File: src/rtl/uart_tx_frame.sv
// uart_tx_frame: UART serialiser (start, DBIT data LSB-first, optional parity, stop); in: clk, rst, s_tick enable, tx_start/din taken when tx_ready; out: tx_ready, tx_done_tick pulse, registered tx line
module uart_tx_frame #(
  parameter int DBIT = 8,
  parameter int OVERSAMPLE = 16,
  parameter int SB_TICK = 16,
  parameter int PARITY_EN = 0,
  parameter int PARITY_ODD = 0
) (
  input  logic            clk,
  input  logic            rst,
  input  logic            s_tick,
  input  logic            tx_start,
  input  logic [DBIT-1:0] din,
  output logic            tx_ready,
  output logic            tx_done_tick,
  output logic            tx
);
  typedef enum logic [2:0] {IDLE, START, DATA, PARITY, STOP} state_t;
  state_t state, state_n;
  logic [4:0] tick_cnt, tick_n;
  logic [3:0] bit_cnt, bit_n;
  logic [DBIT-1:0] shreg, sh_n;
  logic par, par_n, tx_n, done_n, last;
  assign tx_ready = state == IDLE;
  assign last = s_tick && tick_cnt == (state == STOP ? 5'(SB_TICK - 1) : 5'(OVERSAMPLE - 1));
  always_ff @(posedge clk)
    if (rst) begin
      state <= IDLE;
      tick_cnt <= '0;
      bit_cnt <= '0;
      shreg <= '0;
      par <= 1'b0;
      tx <= 1'b1;
      tx_done_tick <= 1'b0;
    end else begin
      state <= state_n;
      tick_cnt <= tick_n;
      bit_cnt <= bit_n;
      shreg <= sh_n;
      par <= par_n;
      tx <= tx_n;
      tx_done_tick <= done_n;
    end
  always_comb begin
    state_n = state;
    tick_n = tick_cnt;
    bit_n = bit_cnt;
    sh_n = shreg;
    par_n = par;
    tx_n = tx;
    done_n = 1'b0;
    if (state == IDLE) begin
      if (tx_start) begin
        state_n = START;
        tick_n = '0;
        bit_n = '0;
        sh_n = din;
        par_n = ^din ^ (PARITY_ODD != 0);
        tx_n = 1'b0;
      end
    end else if (s_tick) begin
      tick_n = last ? 5'd0 : tick_cnt + 5'd1;
      if (last)
        case (state)
          START: begin
            state_n = DATA;
            tx_n = shreg[0];
          end
          DATA: begin
            sh_n = shreg >> 1;
            bit_n = bit_cnt + 4'd1;
            state_n = bit_cnt != 4'(DBIT - 1) ? DATA : PARITY_EN != 0 ? PARITY : STOP;
            tx_n = bit_cnt != 4'(DBIT - 1) ? shreg[1] : PARITY_EN != 0 ? par : 1'b1;
          end
          PARITY: begin
            state_n = STOP;
            tx_n = 1'b1;
          end
          default: begin
            state_n = IDLE;
            tx_n = 1'b1;
            done_n = 1'b1;
          end
        endcase
    end
  end
endmodule

File: config.mk
export PLATFORM = sky130hd
export DESIGN_NAME = uart_tx_frame
export DESIGN_NICKNAME = d
export VERILOG_FILES = /design/src/rtl/uart_tx_frame.sv
export SDC_FILE = /design/constraint.sdc
export NUM_CORES = 1
export LEC_CHECK = 0
export ABC_AREA = 1
export BUFFER_PORTS_ARGS = -buffer_cell sky130_fd_sc_hd__clkbuf_2
export CAP_MARGIN = 10
export CORE_MARGIN = 3
export CORE_UTILIZATION = 35
export CTS_CLUSTER_DIAMETER = 120
export DETAILED_ROUTE_END_ITERATION = 8
export GPL_TIMING_DRIVEN = 0
export HOLD_SLACK_MARGIN = 0.15
export PLACE_DENSITY = 0.54
export SKIP_LAST_GASP = 1
export SLEW_MARGIN = 20
export SYNTH_ARGS = -nofsm -noshare
export SYNTH_HDL_FRONTEND = slang
export SYNTH_SLANG_ARGS = --single-unit
File: constraint.sdc
create_clock -name clk -period 3.4 [get_ports clk]
set_input_delay 1.02 -clock clk [delete_from_list [all_inputs] [get_ports clk]]
set_output_delay 1.02 -clock clk [all_outputs]
set_load 0.05 [all_outputs]
==> results.sh <==
export IMPL_setup_tns_final_ns=0
export IMPL_unrepaired_setup_endpoints_after_global_routing="false"
export IMPL_num_vias=1045
export IMPL_grt_start_max_net_pins=12
export IMPL_depth_of_the_cts_h_tree=1
export IMPL_viasPerCell=4.604
export IMPL_drt_initial_drc_count=41
export IMPL_cp_max_fo=10
export IMPL_numCtsBuffers=3
export IMPL_timing_critical_path_max_delay_family="buffers and inverters"
export IMPL_p_per_area_nw_per_um2=509.6
export IMPL_synthesis_area_per_instance_um2=7.305
export IMPL_report_power_total_uw=694.4
export IMPL_tritoncts_clock_tree="yes"
export IMPL_max_clk_rate_mhz=377.5
export IMPL_core_region_area_um2=3178
export IMPL_worst_path_max_delay_cell="sky130_fd_sc_hd__dfxtp_1"
export IMPL_first_global_vias=1018
export IMPL_finalNetCount=199
export IMPL_cts_post_setup_buffers_inserted=0
export IMPL_setup_worst_path_end="tx_ready"
export IMPL_report_final_hold_viol_count=0
export IMPL_clkTransAtPathRegs_ns=0.12
export IMPL_final_core_util_pct=42.87
export IMPL_tritoncts_num_sinks=22
export IMPL_synthToLayoutAreaGrowth_pct=11.69
export IMPL_clk_latency_ns=0.31
export IMPL_setup_worst_path_end_class="output pin"
export IMPL_number_of_antenna_violations_at_the_first_check_in_global_routing=0
export IMPL_drcViolationCount=0
export IMPL_maximum_resistive_drop_on_vdd_v=0.0001972
export IMPL_postCtsResizedCells=0
export IMPL_grt_first_pass_wirelength_um=4367
export IMPL_finalCritPeriodShare_pct=77.90
export IMPL_most_common_layout_cells="sky130_fd_sc_hd__nand2_1, sky130_fd_sc_hd__dfxtp_1, sky130_fd_sc_hd__inv_1"
export IMPL_drive_above_1_share_pct=24.04
export IMPL_final_routed_wirelength_across_all_metal_layers_um=2496
export IMPL_static_leakage_power_nw=0.6174
export IMPL_placement_io_buffers=13
export IMPL_cp_startpoint="state[2]"
export IMPL_row_count=20
export IMPL_floorplan_initialDensity_pct=38.39
export IMPL_dpl_hpwl_um=1861
export IMPL_final_instance_count_excl_fill=227
export IMPL_final_max_slew_viol_count=0
export IMPL_ys_warn_count=0
export IMPL_post_synthesis_instance_total=167
export IMPL_critical_path_required_ns=2.38
export IMPL_timing_critical_path_buf_inv=3
export IMPL_clock_tree_buffer_depth=2
export IMPL_final_setup_violations=0
export IMPL_antennaDiodeCount=0
export IMPL_synthDistinctLibCells=29
export IMPL_synth_flop_cell="sky130_fd_sc_hd__dfxtp_1"
export IMPL_die_width_um=65.04
export IMPL_netlist_area_um2=1220
export IMPL_worst_r2r_path_depth=9
export IMPL_total_routing_resource_utilization_after_global_routing_pct=13.11
export IMPL_globalplace_congestion=0.7662
export IMPL_clock_skew_ns=0.004251
export IMPL_cp_arrival_ns=1.63
export IMPL_setup_worst_path_class="flip-flop to output pin"
export IMPL_final_hold_worst_slack_ns=0.4752
export IMPL_synth_async_sr_flop_share_pct=0
export IMPL_outcome="complete, no violations"
export IMPL_max_slew_worst_pin_slew_ns=0.4560
export IMPL_die_height_um=65.04
export IMPL_detail_route_wl_per_cell_um=11.00
export IMPL_cap_viol_max_count=0
export IMPL_r2r_start="tick_cnt[0]"
export IMPL_gr_total_overflow=0
export IMPL_max_slew_margin_rel_pct=69.60
export IMPL_max_stage_delay_ns=0.39
export IMPL_synth_seq_cells=22
export IMPL_ff2ff_setup_slack_ns=1.71
export IMPL_crit_chain="nor2_8 > nand2_8 > inv_2 > buf_6 > clkbuf_2"
export IMPL_cts_hold_buffers=0
export IMPL_rr_endpoint="shreg[1]"
export IMPL_synth_net_count=181
export IMPL_timing_hold_worst_class="flip-flop to flip-flop"
export IMPL_worst_setup_path_start_kind="flip-flop"
export IMPL_placed_cells=224
export IMPL_min_period_ns=2.649
export IMPL_drt_antenna_violating_nets=0
export IMPL_clock_root_buffer="sky130_fd_sc_hd__clkbuf_4"
export IMPL_synth_seq_area_share_pct=36.10
export IMPL_boundaryPins=15
export IMPL_die_area_um2=4230
export IMPL_synth_edf_count=0
export IMPL_drt_pass1_iter_count=4
export IMPL_worstSetupPathDepth=5
export IMPL_layout_commonest_cell="sky130_fd_sc_hd__nand2_1"
-- through the flow --
stage	cell area, um^2	setup slack [ns]
final	1363	0.7513
after global routing	1363	0.6291
after CTS	1363	0.7350
after detailed placement	1340	1.094
after global placement	1340	1.088
after floorplan	1220	1.432
-- synth_stat cells (2+ instances only) --
cell type                 number  share of area, %
sky130_fd_sc_hd__nor2_1       17               5.2
sky130_fd_sc_hd__inv_1        18               5.5
sky130_fd_sc_hd__inv_2         2              0.62
sky130_fd_sc_hd__a21oi_2       3               2.2
sky130_fd_sc_hd__buf_6         2               1.8
sky130_fd_sc_hd__xor2_1        2               1.4
sky130_fd_sc_hd__dfxtp_1      22                36
sky130_fd_sc_hd__nor3_2        2               1.6
sky130_fd_sc_hd__nor2_2        7               3.6
sky130_fd_sc_hd__nand2_1      43                13
sky130_fd_sc_hd__o21ai_0       5               2.1
sky130_fd_sc_hd__nand2_2       4               2.1
sky130_fd_sc_hd__nand3_1       8               3.3
sky130_fd_sc_hd__o21ai_1       4               1.6
sky130_fd_sc_hd__nand2_4       2               1.8
sky130_fd_sc_hd__ha_1          2               2.1
sky130_fd_sc_hd__a21oi_1       9               3.7
sky130_fd_sc_hd__nand4_1       4               2.1
-- power breakdown --
part / total [mW] / switching, mW / internal [mW] / leakage (nW)
Combinational: 0.268 / 0.176 / 0.0925 / 0.424
Clock: 0.120 / 0.0785 / 0.0414 / 0.0138
Sequential: 0.306 / 0.0179 / 0.288 / 0.180
Total: 0.694 / 0.272 / 0.422 / 0.617
-- layout make-up --
cell class | instances | area (um^2)
fillers | 346 | 1815
multi-input cells | 120 | 653.1
flip-flops and latches | 22 | 440.4
well taps | 44 | 55.05
repair buffers | 13 | 65.06
plain buffers | 5 | 51.30
clock buffers | 3 | 22.52
inverters | 20 | 75.07
-- worst min-delay path, cell delays in order (launching register included) --
cell	delay, ns
sky130_fd_sc_hd__dfxtp_1	0.33
sky130_fd_sc_hd__nand2_1	0.06
sky130_fd_sc_hd__a21oi_1	0.05
-- metal layers --
metal  share of wire [%]  track usage [%]  vias up  wire (um)
li1                    -                -      564          -
met1                  49            16.10      456       1211
met2                  47            22.22       21       1163
met3                 3.5            2.773        4         88
met4                 1.3            5.181        0         33
met5                   0                0        -          0
-- state kept, by name, indices dropped and copies added, names as in the netlist --
register,flops
state,3
tx_done_tick,1
tick_cnt,5
shreg,8
tx,1
bit_cnt,4
-- cell families after synthesis --
family | Yosys count | synth area share (%)
DFF | 22 | 36.10
buffers and inverters | 25 | 10.36
AOI/OAI and AO/OA | 22 | 10.15
and+or+nand+nor | 94 | 39.90
xor gates and xnor gates | 2 | 1.436
adders and majority gates | 2 | 2.051
-- worst min path at each step --
stage	cells after the start	slack, ns	end	from
finish	2	0.48	shreg[6]	shreg[6]
CTS	2	0.47	shreg[6]	shreg[6]
global route	2	0.49	shreg[7]	shreg[7]
detailed placement	2	0.46	shreg[7]	shreg[7]
global placement	2	0.45	shreg[6]	shreg[6]
floorplan	2	0.44	shreg[7]	shreg[7]
Note: power is estimated with default switching activity, not from simulation.
